==> config.mk <==
export PLATFORM = sky130hd
export DESIGN_NAME = uart_rx_core_flat
export DESIGN_NICKNAME = d
export VERILOG_FILES = /design/src/rtl/uart_rx_core_if.sv /design/src/rtl/uart_rx_core.sv /design/src/flat_wrapper.sv
export SDC_FILE = /design/constraint.sdc
export NUM_CORES = 1
export LEC_CHECK = 0
export ABC_AREA = 1
export BUFFER_PORTS_ARGS = -buffer_cell sky130_fd_sc_hd__buf_2
export CORE_MARGIN = 8
export CORE_UTILIZATION = 50
export CTS_CLUSTER_SIZE = 16
export DETAILED_ROUTE_END_ITERATION = 7
export PLACE_DENSITY = 0.69
export REMOVE_ABC_BUFFERS = 1
export SYNTH_ARGS = -nofsm -noshare
export SYNTH_HDL_FRONTEND = slang
export SYNTH_SLANG_ARGS = --single-unit
==> constraint.sdc <==
create_clock -name clk -period 2.7 [get_ports clk]
set_input_delay 0.135 -clock clk [delete_from_list [all_inputs] [get_ports clk]]
set_output_delay 0.135 -clock clk [all_outputs]
set_load 0.02 [all_outputs]
==> src/rtl/uart_rx_core_if.sv <==
// Byte hand-off from the UART receive engine to its consumer (RX FIFO / register block).
// The master drives rx_data/rx_valid; the slave answers with rx_ready.
interface uart_rx_core_if #(
    parameter int DATA_BITS = 8
);
    logic [DATA_BITS-1:0] rx_data;
    logic                 rx_valid;
    logic                 rx_ready;

    modport master (output rx_data, output rx_valid, input rx_ready);
    modport slave  (input rx_data, input rx_valid, output rx_ready);
endinterface

==> src/rtl/uart_rx_core.sv <==
// UART receive engine: 16x oversampling, mid-bit majority vote, LSB-first deframing, valid/ready output.
// Optional parity slot and check are compiled in with `define UART_RX_PARITY_EN.
module uart_rx_core #(
    parameter int DATA_BITS  = 8,
    parameter int DIV_W      = 16,
    parameter int PARITY_ODD = 0
) (
    input  logic               clk,
    input  logic               rst_n,
    input  logic               rx_sync,
    input  logic [DIV_W-1:0]   baud_div,
    uart_rx_core_if.master     rx_if,
    output logic               busy,
    output logic               frame_err,
    output logic               parity_err,
    output logic               overrun_err
);
    localparam int IDX_W = $clog2(DATA_BITS);
    localparam logic [IDX_W-1:0] LAST_IDX = IDX_W'(DATA_BITS - 1);

    typedef enum logic [2:0] {
        S_IDLE,
        S_START,
        S_DATA,
        S_PARITY,
        S_STOP
    } state_t;

    generate
        if (DATA_BITS < 5 || DATA_BITS > 8 || PARITY_ODD < 0 || PARITY_ODD > 1) begin : g_bad_cfg
            $error("uart_rx_core: DATA_BITS must be 5..8 and PARITY_ODD 0 or 1");
        end
    endgenerate

    state_t               state_reg;
    logic [DIV_W-1:0]     tick_cnt_reg;
    logic [3:0]           os_reg;
    logic [IDX_W-1:0]     bit_idx_reg;
    logic [DATA_BITS-1:0] shift_reg;
    logic [1:0]           samp_reg;
    logic [DATA_BITS-1:0] rx_data_reg;
    logic                 rx_valid_reg;
    logic                 busy_reg;
    logic                 frame_err_reg;
    logic                 overrun_err_reg;

    logic [DIV_W-1:0]     div_m1;
    logic                 tick;
    logic                 bit_val;
    logic                 parity_bad;

    // A divisor of 0 behaves as 1; >= keeps the counter bounded if the divisor shrinks
    assign div_m1  = (baud_div == '0) ? '0 : baud_div - DIV_W'(1);
    assign tick    = (tick_cnt_reg >= div_m1);
    assign bit_val = (samp_reg[0] & samp_reg[1]) | (samp_reg[0] & rx_sync) | (samp_reg[1] & rx_sync);

`ifdef UART_RX_PARITY_EN
    localparam logic ODD_SENSE = (PARITY_ODD != 0);
    logic parity_bad_reg;
    logic parity_err_reg;
    assign parity_bad = parity_bad_reg;
    assign parity_err = parity_err_reg;
`else
    assign parity_bad = 1'b0;
    assign parity_err = 1'b0;
`endif

    always_ff @(posedge clk) begin
        if (!rst_n) begin
            state_reg       <= S_IDLE;
            tick_cnt_reg    <= '0;
            os_reg          <= '0;
            bit_idx_reg     <= '0;
            shift_reg       <= '0;
            samp_reg        <= '0;
            rx_data_reg     <= '0;
            rx_valid_reg    <= 1'b0;
            busy_reg        <= 1'b0;
            frame_err_reg   <= 1'b0;
            overrun_err_reg <= 1'b0;
`ifdef UART_RX_PARITY_EN
            parity_bad_reg  <= 1'b0;
            parity_err_reg  <= 1'b0;
`endif
        end else begin
            frame_err_reg   <= 1'b0;
            overrun_err_reg <= 1'b0;
`ifdef UART_RX_PARITY_EN
            parity_err_reg  <= 1'b0;
`endif
            tick_cnt_reg <= tick ? '0 : tick_cnt_reg + DIV_W'(1);

            if (rx_valid_reg && rx_if.rx_ready) begin
                rx_valid_reg <= 1'b0;
            end

            if (tick) begin
                if (state_reg != S_IDLE) begin
                    os_reg <= os_reg + 4'd1;
                    if (os_reg == 4'd7) samp_reg[0] <= rx_sync;
                    if (os_reg == 4'd8) samp_reg[1] <= rx_sync;
                end

                case (state_reg)
                    S_IDLE: begin
                        if (!rx_sync) begin
                            state_reg <= S_START;
                            os_reg    <= '0;
                            busy_reg  <= 1'b1;
                        end
                    end
                    S_START: begin
                        if (os_reg == 4'd9 && bit_val) begin
                            state_reg <= S_IDLE;
                            os_reg    <= '0;
                            busy_reg  <= 1'b0;
                        end else if (os_reg == 4'd15) begin
                            state_reg   <= S_DATA;
                            bit_idx_reg <= '0;
                        end
                    end
                    S_DATA: begin
                        if (os_reg == 4'd9) begin
                            shift_reg <= {bit_val, shift_reg[DATA_BITS-1:1]};
                        end else if (os_reg == 4'd15) begin
                            if (bit_idx_reg == LAST_IDX) begin
`ifdef UART_RX_PARITY_EN
                                state_reg <= S_PARITY;
`else
                                state_reg <= S_STOP;
`endif
                            end else begin
                                bit_idx_reg <= bit_idx_reg + IDX_W'(1);
                            end
                        end
                    end
`ifdef UART_RX_PARITY_EN
                    S_PARITY: begin
                        if (os_reg == 4'd9) begin
                            parity_bad_reg <= (bit_val != ((^shift_reg) ^ ODD_SENSE));
                        end else if (os_reg == 4'd15) begin
                            state_reg <= S_STOP;
                        end
                    end
`endif
                    S_STOP: begin
                        // Leave at mid stop bit so the next start edge is caught early
                        if (os_reg == 4'd9) begin
                            state_reg <= S_IDLE;
                            os_reg    <= '0;
                            busy_reg  <= 1'b0;
                            if (!bit_val) begin
                                frame_err_reg <= 1'b1;
                            end else if (parity_bad) begin
`ifdef UART_RX_PARITY_EN
                                parity_err_reg <= 1'b1;
`endif
                            end else if (rx_valid_reg && !rx_if.rx_ready) begin
                                overrun_err_reg <= 1'b1;
                            end else begin
                                rx_data_reg  <= shift_reg;
                                rx_valid_reg <= 1'b1;
                            end
                        end
                    end
                    default: begin
                        state_reg <= S_IDLE;
                        os_reg    <= '0;
                        busy_reg  <= 1'b0;
                    end
                endcase
            end
        end
    end

    assign rx_if.rx_data  = rx_data_reg;
    assign rx_if.rx_valid = rx_valid_reg;
    assign busy           = busy_reg;
    assign frame_err      = frame_err_reg;
    assign overrun_err    = overrun_err_reg;
endmodule

==> src/flat_wrapper.sv <==
// flat-port wrapper written by rule: the top's interface ports become plain ports
module uart_rx_core_flat 
#(
    parameter int DATA_BITS  = 8,
    parameter int DIV_W      = 16,
    parameter int PARITY_ODD = 0
)
  (clk, rst_n, rx_sync, baud_div, busy, frame_err, parity_err, overrun_err, rx_if_rx_data, rx_if_rx_valid, rx_if_rx_ready);
  uart_rx_core_if #(.DATA_BITS(DATA_BITS)) rx_if_i ();
  input  logic clk;
  input  logic rst_n;
  input  logic rx_sync;
  input  logic [DIV_W-1:0] baud_div;
  output logic busy;
  output logic frame_err;
  output logic parity_err;
  output logic overrun_err;
  output wire logic [$bits(rx_if_i.rx_data)-1:0] rx_if_rx_data;
  output wire logic [$bits(rx_if_i.rx_valid)-1:0] rx_if_rx_valid;
  input wire logic [$bits(rx_if_i.rx_ready)-1:0] rx_if_rx_ready;
  assign rx_if_rx_data = rx_if_i.rx_data;
  assign rx_if_rx_valid = rx_if_i.rx_valid;
  assign rx_if_i.rx_ready = rx_if_rx_ready;
  uart_rx_core #(.DATA_BITS(DATA_BITS), .DIV_W(DIV_W), .PARITY_ODD(PARITY_ODD)) u_core (.clk(clk), .rst_n(rst_n), .rx_sync(rx_sync), .baud_div(baud_div), .rx_if(rx_if_i), .busy(busy), .frame_err(frame_err), .parity_err(parity_err), .overrun_err(overrun_err));
endmodule
* After elaboration in Yosys (flattened, before gate mapping)
Cells that the tools add are included.
** Storage, ports and cells
- Register bits after elaboration :: 48
- Bits of input ports :: 20
- Output and inout bits :: 13
- Word-level logic and storage cells :: 93
** Cells by class
- Add/subtract/negate cells :: 4
- Magnitude comparators :: 1
- Eq/ne operators :: 18
- Multiplexer cells :: 32
- Bitwise logic cells :: 8
- Reduce and logical (&&, ||, !) cells :: 18
** Operators with widths (number)
- $mux W3 :: 12
- $add A16 B1 Y16 const B :: 1
- $ge A16 B16 Y1 :: 1
- $logic_not A16 Y1 :: 1
- $mux W16 :: 1
- $mux W4 :: 4
- $pmux W4 S4 :: 1
- $sub A16 B1 Y16 const B :: 1
- $reduce_and A5 Y1 :: 3
- $reduce_and A7 Y1 :: 2
- $eq A4 B4 Y1 const B :: 3
- $pmux W3 S4 :: 1
- $mux W1 :: 11
- $ne A2 B1 Y1 const B :: 5
- $reduce_and A3 Y1 :: 3
- $ne A2 B2 Y1 const B :: 4
- $eq A3 B3 Y1 const B :: 2
- $pmux W3 S2 :: 1
- $add A4 B1 Y4 const B :: 1
- $eq A4 B3 Y1 const B :: 1
- $pmux W1 S4 :: 1
- $reduce_and A4 Y1 :: 1
- $add A3 B1 Y3 const B :: 1
- $and A1 B1 Y1 :: 3
- other kinds (11) :: 16

* Depth between registers and ports, before layout
- Depth in word-level cells :: 7
- Mapped depth :: 21
- Depth with buffers taken out :: 20

* Worst setup path after synthesis
No wires, ideal clock.
- Kind :: input to register
- Start :: input baud_div[0]
- End :: register u_core.rx_data_reg[1], in the netlist u_core.rx_if.rx_data[1]
- Library setup time :: 115 ps
- Arrival :: 2308 ps
- Path slack :: 277 ps
- Stages on the path :: 16
- Buffers on the path :: 2
- Cells stage by stage :: inv_1 -> ha_1 -> nand2_1 -> nor4_4 -> nand2_1 -> o21ai_0 -> nand3_1 -> ha_1 -> nand2_1 -> o21ai_0 -> a21oi_1 -> nand2_2 -> buf_6 -> buf_6 -> a21oi_1 -> nor2_1
** On the way
- Word-level cells in the longest chain between the ends :: 4
- Elaborated cells on any way between the ends :: 5
- Classes of those cells :: add/sub: 1; order compare: 1; mux: 1; reduce/logical: 2
** RTL lines
- start: declaration :: line flat_wrapper.sv:13 : input logic [DIV_W-1:0] baud_div;
- $sub A16 B1 Y16 or $logic_not A16 Y1 (tied branches) :: line uart_rx_core.sv:53 : assign div_m1 = (baud_div == '0) ? '0 : baud_div - DIV_W'(1);
- $mux W16 * :: line uart_rx_core.sv:53
- $ge A16 B16 Y1 * :: line uart_rx_core.sv:54 : assign tick = (tick_cnt_reg >= div_m1);
- $reduce_and A5 Y1 (no line) *
- end signal: assignment :: line uart_rx_core.sv:161 : rx_data_reg <= shift_reg;
- end: declaration :: line uart_rx_core.sv:41 : logic [DATA_BITS-1:0] rx_data_reg;
Mark *: on every way between the ends. The rest lies on a longest branch, timed or not.
A chain may end at the register's enable or synchronous reset.

* Final worst setup path
- Start :: input baud_div[0]
- End :: register u_core.samp_reg[1]
** On the way
- Word-level cells in the longest chain between the ends :: 4
- Elaborated cells on any way between the ends :: 5
- Classes of those cells :: add/sub: 1; order compare: 1; mux: 1; reduce/logical: 2
** RTL lines
- $sub A16 B1 Y16 or $logic_not A16 Y1 (tied branches) :: line uart_rx_core.sv:53
- $mux W16 * :: line uart_rx_core.sv:53
- $ge A16 B16 Y1 * :: line uart_rx_core.sv:54
- $reduce_and A3 Y1 (no line) *
- end signal: assignment :: line uart_rx_core.sv:101 : if (os_reg == 4'd8) samp_reg[1] <= rx_sync;
- end: declaration :: line uart_rx_core.sv:40 : logic [1:0] samp_reg;
Marked as above.

==> metrics.txt <==
outcome completed; EDFF count, synth 0; Gate Count Post-Synth 478; Seq pwr share 56.5%; Yosys top cell by area dfxtp_1; worst reg2reg path endpoint u_core.shift_reg[7]; Iteration-0 DRC Markers 73; area delta synth->final 9.85%; routed via count 2,922; I/O pin total 33; Setup Viol. Count Final 0; 1st-pass router iterations 5; RSZ-0062 raised after global routing false; Clock Sinks 48; Synth area leaders dfxtp_1 30%, nand2_1 13%, ha_1 9.3%, nor2_1 8.3%, nand3_1 5.9%; min setup slack post-route 332 ps; Crit. Startpoint baud_div[0]; synthesized cell area 3230 µm²; Starting Density 51.1%; Period Utilization, post-route 87.7%; Slew Viols, Final 0; initial antenna violation count 0; vias in the first global route 2,734; max_cap viols 0; Die Y 96.3 µm; Remaining DRCs 0; synth cell count leaders 116 x nand2_1, 71 x nor2_1, 48 x dfxtp_1, 48 x inv_1, 38 x nand3_1; Logic pwr share 9.9%; Critical R2R Launch u_core.tick_cnt_reg[0]; R2R cell count 12; Die Span X 96.3 µm; post-route ant nets 0; static leakage 1.73 nW; ANT cells 0; vias per cell 4.96; GRT Overall Usage 15.0%; ys flop type dfxtp_1; postcts setup bufs 0; clock power share 33.6%; dpl hpwl 4.99 mm; CTS tree done; pre-CTS WS 23.4 ps; clk buf depth 2; Util after Layout 56.1%; I/O Buffers 31; syn_area_per_cell 6.75 µm²; cts repair resizes 0; PD cells 358 nW/µm²; Core Box Area 6310 µm²; count leader, synth nand2_1; Placer Congestion 0.843; Largest register FFs 16; Total Wirelength 6.45 mm; root buffer cell clkbuf_8; worst endpoint required time 2900 ps; smallest hold slack 82.2 ps; worst min-delay path class in2reg; switching power 0.321 mW; nets@finish 555; Max Clk Rate 422 MHz; Tmin final 2370 ps; Internal Dissipation 0.946 mW; Unique masters post-synth 34; total power draw 1.27 mW; WL/cell 11.0 µm; synthesized flop and latch total 48; Net Sw Frac 25.4%; die footprint 9280 µm²; CP max FO 6; FILL cells 635; first-pass GRT wire length 11.4 mm; Fin. Hold Viols 0; Seq/Total Area, Yosys 29.8%; hold buffer count at cts 0; num rows 29; H-tree levels 2; gr ovfl total 0; Yosys Warn Count 0; skew final 9.67 ps; Skew-Pair Late Insertion Delay 300 ps; top cell type's share of synthesized area 29.8%; CTS Buf Count 5; setup TNS 0 ps; Async SR Flop Fraction 0%; Startpoint Class input pin; crit path DAT 2560 ps; reg-to-reg slack, setup 870 ps; Max IR drop VDD 351 µV; CP endpoint kind flip-flop; pin count of the biggest net entering global routing 34; worst setup path end u_core.samp_reg[1]; CP Class in2reg; Clk pin slew, worst setup/hold paths 80 ps; share of cells above drive strength 1 15.0%
## placed cells by master (no fill, tap or decap), types with 3 or more instances in the layout
| cell type | n |
|---|---|
| o21ai_0 | 9 |
| ha_1 | 24 |
| nand3b_1 | 3 |
| inv_2 | 7 |
| nor3b_1 | 3 |
| buf_2 | 31 |
| a21oi_1 | 33 |
| or2_2 | 3 |
| nor2_1 | 71 |
| nand2_2 | 4 |
| clkbuf_8 | 5 |
| nand3_1 | 38 |
| dfxtp_1 | 48 |
| nor3_1 | 7 |
| nand4_1 | 13 |
| xor2_1 | 10 |
| xnor2_1 | 4 |
| nor2_4 | 6 |
| nand2_1 | 116 |
| inv_1 | 48 |
| buf_4 | 8 |
## power by group through the flow
stage / Sequential [mW] / Clock, mW / Combinational (mW)
after floorplan: 0.731 / 0 / 0.0767
after global placement: 0.733 / 0 / 0.123
after detailed placement: 0.733 / 0 / 0.127
after CTS: 0.716 / 0.441 / 0.127
after global routing: 0.717 / 0.467 / 0.145
final: 0.716 / 0.425 / 0.126
## kinds of logic (layout without fill, tap and decap cells)
logic type                 after synthesis  count (layout)  share of synthesized area, %
other                                    1               1                         0.116
and+or+nand+nor                        275             275                          39.7
buffers and inverters                   70             104                          9.62
AOI/OAI and AO/OA                       46              46                          7.68
adders and majority gates               24              24                          9.31
xor gates and xnor gates                14              14                          3.80
DFF                                     48              48                          29.8
## through the flow
step,area (µm²),std cells
floorplan,3130,464
global placement,3460,581
detailed placement,3460,581
CTS,3540,589
global route,3540,589
finish,3540,589
## cell type report
class	count	area, µm²	area share, %
Timing Repair Buffer	40	235	6.64
Tap cell	77	96.3	2.72
Clock buffer	7	76.3	2.15
Multi-Input combinational cell	360	1950	55.2
Sequential cell	48	961	27.1
Clock inverter	1	8.76	0.247
Inverter	56	211	5.97
## critical path, cell delays in order
cell and delay (ps):
buf_2 100, inv_1 130, ha_1 190, nand2_1 130
nor4_4 260, nand2_1 110, o21ai_0 160, nand3_1 90
ha_1 280, nand2_1 100, o21ai_0 100, a21oi_1 210
nand2_2 160, buf_4 200, nand2_1 70, nand2_1 50
nand2_1 50, nor2_1 40
## worst min-delay path by stage
stage,from,cells after the start,endpoint
2_1_floorplan,rst_n,2,u_core.rx_if.rx_valid
3_3_place_gp,rx_if_rx_ready,4,u_core.rx_if.rx_valid
3_5_place_dp,rx_if_rx_ready,4,u_core.rx_if.rx_valid
4_1_cts,rx_if_rx_ready,4,u_core.rx_if.rx_valid
5_1_grt,rx_if_rx_ready,4,u_core.rx_if.rx_valid
6_report,rx_if_rx_ready,4,u_core.rx_if.rx_valid
## routing by layer
metal	share of wire, %	vias up	GRT usage, %
li1	-	1600	-
met1	49	1269	17.7
met2	47	45	26.6
met3	3.5	8	2.96
met4	1.2	0	4.54
met5	0	-	0
Power figures use the tool's default switching activity.
